**src/rtl/tile_map_sequencer.sv**
```systemverilog
// Walks the tile map row-major, turning each valid tile index into a ROM base
// address plus screen origin and handing it to the tile drawer one cell at a time.
module tile_map_sequencer #(
   parameter int MAP_COLS   = 20,
   parameter int MAP_ROWS   = 15,
   parameter int NUM_TILES  = 21,
   parameter int TILE_BYTES = 192
) (
   input  logic        clk,
   input  logic        reset,
   input  logic        start,
   output logic [8:0]  map_addr,
   input  logic [7:0]  map_data,
   output logic [11:0] tile_address,
   output logic [7:0]  x_pos,
   output logic [7:0]  y_pos,
   output logic        draw,
   input  logic        drawer_active,
   output logic        busy,
   output logic        done
);

   typedef enum logic [2:0] {
      S_IDLE      = 3'd0,
      S_FETCH     = 3'd1,
      S_WAIT_DATA = 3'd2,
      S_ISSUE     = 3'd3,
      S_WAIT_DONE = 3'd4,
      S_ADVANCE   = 3'd5,
      S_DONE      = 3'd6
   } state_t;

   localparam logic [7:0]  LAST_COL     = 8'(MAP_COLS - 1);
   localparam logic [7:0]  LAST_ROW     = 8'(MAP_ROWS - 1);
   localparam logic [7:0]  NUM_TILES_C  = 8'(NUM_TILES);
   localparam logic [11:0] TILE_BYTES_C = 12'(TILE_BYTES);

   state_t      state_q, state_d;
   logic [7:0]  col_q, col_d;
   logic [7:0]  row_q, row_d;
   logic [8:0]  map_addr_q, map_addr_d;
   logic [11:0] tile_address_q, tile_address_d;
   logic [7:0]  x_pos_q, x_pos_d;
   logic [7:0]  y_pos_q, y_pos_d;
   logic        draw_q, draw_d;
   logic        busy_q, busy_d;
   logic        done_q, done_d;

   // Next-state, cell counters and registered-output precomputation.
   always_comb begin
      state_d        = state_q;
      col_d          = col_q;
      row_d          = row_q;
      map_addr_d     = map_addr_q;
      tile_address_d = tile_address_q;
      x_pos_d        = x_pos_q;
      y_pos_d        = y_pos_q;
      case (state_q)
         S_IDLE: begin
            if (start) begin
               state_d    = S_FETCH;
               col_d      = 8'd0;
               row_d      = 8'd0;
               map_addr_d = 9'd0;
            end else begin
               state_d = S_IDLE;
            end
         end
         S_FETCH: state_d = S_WAIT_DATA;
         S_WAIT_DATA: begin
            // Out-of-range indices (including 8'hFF) are empty cells.
            if (map_data >= NUM_TILES_C) begin
               state_d = S_ADVANCE;
            end else begin
               state_d = S_ISSUE;
               // Constant multiply; for 192 bytes this is (idx<<7)+(idx<<6).
               tile_address_d = {4'd0, map_data} * TILE_BYTES_C;
               x_pos_d        = col_q << 3'd3;
               y_pos_d        = row_q << 3'd3;
            end
         end
         S_ISSUE: begin
            if (drawer_active) begin
               state_d = S_WAIT_DONE;
            end else begin
               state_d = S_ISSUE;
            end
         end
         S_WAIT_DONE: begin
            if (!drawer_active) begin
               state_d = S_ADVANCE;
            end else begin
               state_d = S_WAIT_DONE;
            end
         end
         S_ADVANCE: begin
            if ((col_q == LAST_COL) && (row_q == LAST_ROW)) begin
               state_d = S_DONE;
            end else begin
               state_d    = S_FETCH;
               map_addr_d = map_addr_q + 9'd1;
               if (col_q == LAST_COL) begin
                  col_d = 8'd0;
                  row_d = row_q + 8'd1;
               end else begin
                  col_d = col_q + 8'd1;
               end
            end
         end
         S_DONE:  state_d = S_IDLE;
         default: state_d = S_IDLE;
      endcase
      draw_d = (state_d == S_ISSUE);
      busy_d = (state_d != S_IDLE);
      done_d = (state_d == S_DONE);
   end

   // State and output registers with synchronous reset.
   always_ff @(posedge clk) begin
      if (reset) begin
         state_q        <= S_IDLE;
         col_q          <= 8'd0;
         row_q          <= 8'd0;
         map_addr_q     <= 9'd0;
         tile_address_q <= 12'd0;
         x_pos_q        <= 8'd0;
         y_pos_q        <= 8'd0;
         draw_q         <= 1'b0;
         busy_q         <= 1'b0;
         done_q         <= 1'b0;
      end else begin
         state_q        <= state_d;
         col_q          <= col_d;
         row_q          <= row_d;
         map_addr_q     <= map_addr_d;
         tile_address_q <= tile_address_d;
         x_pos_q        <= x_pos_d;
         y_pos_q        <= y_pos_d;
         draw_q         <= draw_d;
         busy_q         <= busy_d;
         done_q         <= done_d;
      end
   end

   assign map_addr     = map_addr_q;
   assign tile_address = tile_address_q;
   assign x_pos        = x_pos_q;
   assign y_pos        = y_pos_q;
   assign draw         = draw_q;
   assign busy         = busy_q;
   assign done         = done_q;

endmodule

```
**config.mk**
```make
export PLATFORM = sky130hd
export DESIGN_NAME = tile_map_sequencer
export DESIGN_NICKNAME = d
export VERILOG_FILES = /design/src/rtl/tile_map_sequencer.sv
export SDC_FILE = /design/constraint.sdc
export NUM_CORES = 1
export LEC_CHECK = 0
export CELL_PAD_IN_SITES_DETAIL_PLACEMENT = 2
export CELL_PAD_IN_SITES_GLOBAL_PLACEMENT = 2
export CORE_MARGIN = 5
export CORE_UTILIZATION = 31
export CTS_CLUSTER_SIZE = 24
export DETAILED_ROUTE_END_ITERATION = 7
export PLACE_DENSITY = 0.79
export SLEW_MARGIN = 20
export SYNTH_ARGS = -nofsm -noshare
export SYNTH_HDL_FRONTEND = slang
export SYNTH_SLANG_ARGS = --single-unit
```
**constraint.sdc**
```tcl
create_clock -name clk -period 2.6 [get_ports clk]
set_input_delay 0.39 -clock clk [delete_from_list [all_inputs] [get_ports clk]]
set_output_delay 0.39 -clock clk [all_outputs]
set_load 0.01 [all_outputs]
```
# == Word-level counts from Yosys, hierarchy flattened ==
# Cells that the tools add are included.
# word_totals
ramBits,0
latchBits,0
romBits,0
mem_count,0
elab_cells,51
reg_bits,47
out_inout_bits,40
# classes
order_cmp,1
n_mux,16
div_mod_pow,0
eq_ne,12
reduce_logical,7
bitwise,1
n_shift,0
n_addsub,3
mul,1
# op_table
op,count
2-to-1 mux 8 bit,5
case mux 8 bit (2 select lines),2
2-to-1 mux 9 bit,2
case mux 3 bit (6 select lines),1
case mux 9 bit (2 select lines),1
adder 8 x 1 -> 8 bit (second input constant),2
adder 9 x 1 -> 9 bit (second input constant),1
equality test 3 x 2 -> 1 bit (second input constant),3
equality test 3 bit (second input constant),3
2-to-1 mux 3 bit,3
equality test 8 x 4 -> 1 bit (second input constant),1
equality test 8 x 5 -> 1 bit (second input constant),1
>= comparator 8 x 5 -> 1 bit (second input constant),1
multiplier 8 x 2 -> 6 bit (second input constant),1
!= test 2 bit (second input constant),3
AND reduction 4 bit,1
equality test 3 x 1 -> 1 bit (second input constant),1
zero test 3 bit,1
AND reduction 3 bit,1
nonzero test 3 bit,1
2-to-1 mux 1 bit,2
AND reduction 2 bit,1
nonzero test 2 bit,1
logical AND 1 bit,1
inverter 1 bit,1

# == Depth between registers and ports, before layout ==
# Gate-level depths: netlist of run 1.
# depth
word_depth,5
ltp_mapped,9
mapped_depth_nobuf,7

# == Worst setup path after synthesis of run 1 ==
# No wires, ideal clock.
# synth_path
kind,reg2reg
start,reg row_q[0]
end,reg map_addr_q[7] (netlist: map_addr[7])
path_stages_with_launch,8
path_slack_ns,0.713
synth_period_minus_slack_ns,1.887
arrival_ns,1.817
path_cell_list,dfxtp_1 inv_1 ha_1 and3_2 and2_1 a21o_1 or4_1 a21oi_1
# synth_between
elab_chain_cells,4
# synth_lines
element,line,source
"start, declared",40,"logic [7:0] row_q, row_d;"
"start signal, assigned",134,row_q <= row_d;
equality test 8 x 4 -> 1 bit,97,if ((col_q == LAST_COL) && (row_q == LAST_ROW)) begin
logical AND 1 bit,97,
!= test 2 bit (no line),--,
AND reduction 3 bit (no line),--,
"end signal, assigned",135,map_addr_q <= map_addr_d;
"end, declared",41,"logic [8:0] map_addr_q, map_addr_d;"
# No other way between the ends.
# A chain may end at the register's enable or synchronous reset.

# == Worst setup path in the final report of run 1 ==
# layout_path
start,reg row_q[0]
end,reg col_q[5]
# layout_between
elab_chain_cells,4
# layout_lines
element,line,source
equality test 8 x 4 -> 1 bit,97,
logical AND 1 bit,97,
!= test 2 bit (no line),--,
AND reduction 3 bit (no line),--,
"end signal, assigned",133,col_q <= col_d;
"end, declared",39,"logic [7:0] col_q, col_d;"
# No other way between the ends.

==> results of run 1 <==
==> worst max-delay path by stage <==
stage | to | slack, ns | cells after the start
2_1_floorplan | map_addr[7]$_SDFFE_PP0P_ | 0.71 | 7
3_3_place_gp | tile_address[6]$_SDFFE_PP0P_ | 0.26 | 9
3_5_place_dp | x_pos[6]$_SDFFE_PP0P_ | 0.20 | 9
4_1_cts | col_q[5]$_SDFFE_PP0P_ | 0.30 | 7
5_1_grt | col_q[5]$_SDFFE_PP0P_ | 0.20 | 7
6_report | col_q[5]$_SDFFE_PP0P_ | 0.34 | 7
==> state kept, by name, summed over array words and instances (netlist names) <==
name,count
state_q,3
y_pos,5
draw,1
map_addr,9
done,1
x_pos,5
busy,1
col_q,8
tile_address,6
row_q,8
==> placed cells by master, fill, tap and decap left out, types with 8 or more instances in the layout <==
cell             synthesis  layout
ha_1                    12      12
conb_1                   1      12
mux2i_1                 21      21
a21oi_1                 15      15
dfxtp_1                 47      47
inv_1                   12      12
o21ai_0                  8       8
clkdlybuf4s50_1          0      39
nand2_1                 20      20
nand3_1                 13      13
nor2_1                  33      33
==> area by class of cell <==
class / instances / area (um2)
inverter: 12 / 45.04
fill: 944 / 5067
clock buffer: 6 / 72.57
timing repair buffer: 46 / 455.4
multi-input combinational: 216 / 1463
tap: 105 / 131.4
sequential: 47 / 940.9
==> critical path, delay by kind of cell, from the launching register on <==
kind,cells,cell delay [ns]
and+or+nand+nor,3,1.00
AOI/OAI and AO/OA,2,0.51
buffers and inverters,1,0.07
DFF,1,0.42
adders and majority gates,1,0.19
==> kinds of logic after synthesis <==
logic type      synth area share, %
mux                           8.085
flops                         36.19
xor+xnor                      2.022
other cells                  0.1442
buf+inv                       9.143
compound gates                16.51
fa+ha+maj                     6.545
simple gates                  21.37
==> where the power goes <==
part	switching, mW	internal (mW)
Combinational	0.128	0.0900
Sequential	0.0156	0.732
Clock	0.231	0.180
Total	0.375	1.00
==> stage by stage <==
step	hold WS, ns	std cells
final	0.4987	432
after global routing	0.5276	432
after CTS	0.5050	432
after detailed placement	0.4888	426
after global placement	0.4704	426
after floorplan	0.4600	301
==> per-layer routing <==
layer / wire (um) / track usage (%) / vias up
met2: 3707 / 27.26 / 33
met5: 0 / 0 / -
met1: 3289 / 17.67 / 1084
met3: 202 / 2.755 / 4
met4: 52 / 3.272 / 0
li1: - / - / 1073
==> results.yml, run 1 <==
timing:
  fmaxAchievable_mhz: 441.9
  setup-violations-final: 0
  worst_pin_slew_ns: 0.4928
  period_needed_ns: 2.263
  min_period_over_period_pct: 87.03
  postLayoutSetupSlackWorst_ns: 0.3372
  rsz0062_at_grt: "false"
  setup_tns_ns: 0
  maxSlewViolCount: 0
  slew_headroom_pct: 66.84
  fin_worst_skew_ns: 0.008822
  hold_viol_final: 0
setup_path:
  rrSetupSlack_ns: 0.34
  crit_path_cell_trace: "inv_1 -> ha_1 -> and3_2 -> and2_1 -> a21o_1 -> or4_1 -> a31oi_1"
  rr_worst_depth: 7
  slowest_delay_ns: 0.56
  worstPathRequired_ns: 2.82
  r2r-start: "row_q[0]$_SDFFE_PP0P_"
  r2r_end: "col_q[5]$_SDFFE_PP0P_"
  slowest_stage: "or4_1"
  worst_setup_path_end_kind: "flop"
  critPathKind: "flop to flop"
  crit_fanout: 11
  crit_path_start: "row_q[0]$_SDFFE_PP0P_"
  start_kind: "flop"
  crit_arrival_ns: 2.48
clocking:
  htreeDepth: 2
  clkSlewWorstSetupHoldPaths_ns: 0.09
  cts_sinks: 47
  cts_root_buf: "clkbuf_8"
  post_cts_buffers: 0
  cts_tree: "yes"
  ctsHoldBuffers: 0
  clockBufferDepth: 2
  cts_buffers: 5
  cts_resized: 0
  clk_latency_ns: 0.29
synth:
  syn_inst: 290
  synth_edf_count: 0
  synth_area_leaders: "dfxtp_1 36%, mux2i_1 8.1%, ha_1 5.8%"
  yosys.area.top_type: "dfxtp_1"
  synth.most_common_cell: "dfxtp_1"
  yosysSeqAreaShare_pct: 36.19
  ys_types: 60
  async_flop_share_pct: 0
  syn-cell-area_um2: 2600
  ys.flop_type: "dfxtp_1"
  synth_top_area_share_pct: 36.19
  synth_common_cells: "47 x dfxtp_1, 33 x nor2_1, 21 x mux2i_1"
  synth_warnings: 0
  synth_seq_cells: 47
  avgSynthCellArea_um2: 8.965
finish:
  drive_gt1_share_pct: 8.257
  syn_to_final_growth_pct: 19.54
  nNetsFinal: 353
  post-route-util_pct: 38.02
  n_antenna_cell: 0
  design_area_um2: 3108
placed_design:
  gp_congestion: 0.7899
  dp_slack_ns: 0.2008
  io_buffers: 39
  dpl.hpwl_um: 5496
  placedInstanceArea_um2: 3035
die:
  fp.dieW_um: 101.6
  core_um2: 8175
  initial_utilization_pct: 31.80
  io_pins: 52
  rows: 33
  die_area_um2: 10320
  die_y_um: 101.6
grt:
  grt.overflow.total: 0
  grt_pass1_vias: 2463
  grt.total_usage_pct: 14.78
  grt_max_degree: 25
  grt_antenna_before_repair: 0
  grt_first_pass_wirelength_um: 12180
run_status:
  status: "finished clean"
min_path:
  hp-class: "flop to flop"
  hold_start: "tile_address[6]$_SDFFE_PP0P_"
  hold-path-cell-count: 2
  min_to: "tile_address[6]$_SDFFE_PP0P_"
detailed_routing:
  wl_per_cell_um: 16.79
  ant_nets: 0
  viasPerCell: 5.079
  firstDrtPassIters: 6
  drc: 0
  drt_wl_total_um: 7252
  drtIter0Drc: 52
  via_count: 2194
power:
  finalPower_mw: 1.377
  ir_drop_mv: 0.2148
  power.density_nw_per_um2: 443.0
  power_leakage_nw: 1.191
flow_run:
  max_cap_violations: 0
(Power assumes the default switching activity.)
==> run 2, diff against run 1 <==
--- a/config.mk
+++ b/config.mk
@@ -9,8 +9,10 @@
 export CELL_PAD_IN_SITES_GLOBAL_PLACEMENT = 2
 export CORE_MARGIN = 5
 export CORE_UTILIZATION = 31
+export CTS_CLUSTER_DIAMETER = 80
 export CTS_CLUSTER_SIZE = 24
 export DETAILED_ROUTE_END_ITERATION = 7
+export MAX_ROUTING_LAYER = met4
 export PLACE_DENSITY = 0.79
 export SLEW_MARGIN = 20
 export SYNTH_ARGS = -nofsm -noshare
==> results.yml, run 2 (same netlist as run 1, synthesis figures left out) <==
placed_design:
  dpl.hpwl_um: 5496
  io_buffers: 39
  dp_slack_ns: 0.2008
  gp_congestion: 0.8010
  dp.cells: 426
die:
  die_area_um2: 10320
  rows: 33
  fp.dieW_um: 101.6
  io_pins: 52
  initial_utilization_pct: 31.80
  die_y_um: 101.6
  core_um2: 8175
detailed_routing:
  via_count: 2198
  drc: 0
  firstDrtPassIters: 4
  ant_nets: 0
  wl_per_cell_um: 16.78
  viasPerCell: 5.088
  drt_wl_total_um: 7247
  drtIter0Drc: 56
setup_path:
  worstPathRequired_ns: 2.82
  worst_setup_path_end_kind: "flop"
  crit_arrival_ns: 2.48
  slowest_stage: "or4_1"
  slowest_delay_ns: 0.56
  crit_path_cell_trace: "inv_1 -> ha_1 -> and3_2 -> and2_1 -> a21o_1 -> or4_1 -> a31oi_1"
  start_kind: "flop"
  crit_fanout: 11
  critPathKind: "flop to flop"
power:
  sequentialPowerShare_pct: 54.4
  p_sw_share_pct: 27.06
  ir_drop_mv: 0.2146
  power_frac_comb_pct: 15.9
  power_leakage_nw: 1.191
  power_frac_clock_pct: 29.7
  internal-power_mw: 1.002
  power.density_nw_per_um2: 442.1
  p_sw_mw: 0.3719
timing:
  worst_pin_slew_ns: 0.4928
  slew_headroom_pct: 66.85
  setup-violations-final: 0
  fmaxAchievable_mhz: 442.3
  whs_ns: 0.4988
  min_period_over_period_pct: 86.96
  period_needed_ns: 2.261
  rsz0062_at_grt: "false"
  maxSlewViolCount: 0
  fin_worst_skew_ns: 0.007830
  postLayoutSetupSlackWorst_ns: 0.3391
  hold_viol_final: 0
  setup_tns_ns: 0
clocking:
  clkSlewWorstSetupHoldPaths_ns: 0.09
  cts_tree: "yes"
  clk_latency_ns: 0.29
  post_cts_buffers: 0
  htreeDepth: 2
  cts_resized: 0
  clockBufferDepth: 2
  cts_buffers: 5
  ctsHoldBuffers: 0
  cts_sinks: 47
  cts_root_buf: "clkbuf_8"
finish:
  layout_commonest_cell: "dfxtp_1"
  largest_register_ffs: 9
  n_antenna_cell: 0
  drive_gt1_share_pct: 8.257
  fill_cells: 944
  nNetsFinal: 353
  syn_to_final_growth_pct: 19.54
  final_cell_mix: "47 x dfxtp_1, 39 x clkdlybuf4s50_1, 33 x nor2_1"
  fin_cells: 432
grt:
  grt.overflow.total: 0
  grt_pass1_vias: 2462
  grt_first_pass_wirelength_um: 12170
  grt.total_usage_pct: 15.24
  grt_antenna_before_repair: 0
  grt_max_degree: 25
min_path:
  hp-class: "flop to flop"
run_status:
  status: "finished clean"
flow_run:
  max_cap_violations: 0
## run 2: cell counts in the layout (fill, tap and decap cells not counted)
No cell type changed its count.
## run 2: layout make-up
| class | count | area, um2 | area share, % |
|---|---|---|---|
| multi-input cells | 216 | 1463 | 47.06 |
| flip-flops and latches | 47 | 940.9 | 30.27 |
| repair buffers | 46 | 455.4 | 14.65 |
| well taps | 105 | 131.4 | 4.227 |
| clock buffers | 6 | 72.57 | 2.335 |
| inverters | 12 | 45.04 | 1.449 |
## run 2: layer usage
metal | vias up | part of all wire (%) | wire [um] | track usage [%]
met5 | - | 0 | 0 | -
met4 | 0 | 0.61 | 44 | 3.272
met3 | 4 | 2.5 | 180 | 2.617
met2 | 37 | 51 | 3722 | 27.31
met1 | 1085 | 46 | 3299 | 17.76
li1 | 1072 | - | - | -
## run 2: final timing paths
| kind | to | slack, ns | depth (start not counted) | start |
|---|---|---|---|---|
| hold / removal | tile_address[6]$_SDFFE_PP0P_ | 0.50 | 2 | tile_address[6]$_SDFFE_PP0P_ |
| setup / recovery | col_q[5]$_SDFFE_PP0P_ | 0.34 | 7 | row_q[0]$_SDFFE_PP0P_ |
| hold reg to reg | tile_address[6]$_SDFFE_PP0P_ | 0.50 | 2 | tile_address[6]$_SDFFE_PP0P_ |
| setup reg to reg | col_q[5]$_SDFFE_PP0P_ | 0.34 | 7 | row_q[0]$_SDFFE_PP0P_ |
## run 2: power by group through the flow
stage | sequential, mW | clock (mW) | combinational [mW]
final | 0.748 | 0.408 | 0.218
after global routing | 0.752 | 0.456 | 0.244
after CTS | 0.749 | 0.431 | 0.223
after detailed placement | 0.766 | 0 | 0.222
after global placement | 0.765 | 0 | 0.213
after floorplan | 0.761 | 0 | 0.162
## run 2: per-stage QoR
stage	instance area [um2]	utilization (%)	total power, mW
4_1_cts	3108	38.02	1.403
5_1_grt	3108	38.02	1.452
2_1_floorplan	2641	-	0.9229
6_report	3108	38.02	1.374
3_5_place_dp	3035	37.13	0.9876
3_3_place_gp	3035	37.13	0.9780
## run 2: worst max-delay path: cells and delay by family (launching register included)
| kind | cells | cell delay (ns) |
|---|---|---|
| flops | 1 | 0.42 |
| fa+ha+maj | 1 | 0.19 |
| buf+inv | 1 | 0.07 |
| simple gates | 3 | 1.00 |
| compound gates | 2 | 0.51 |
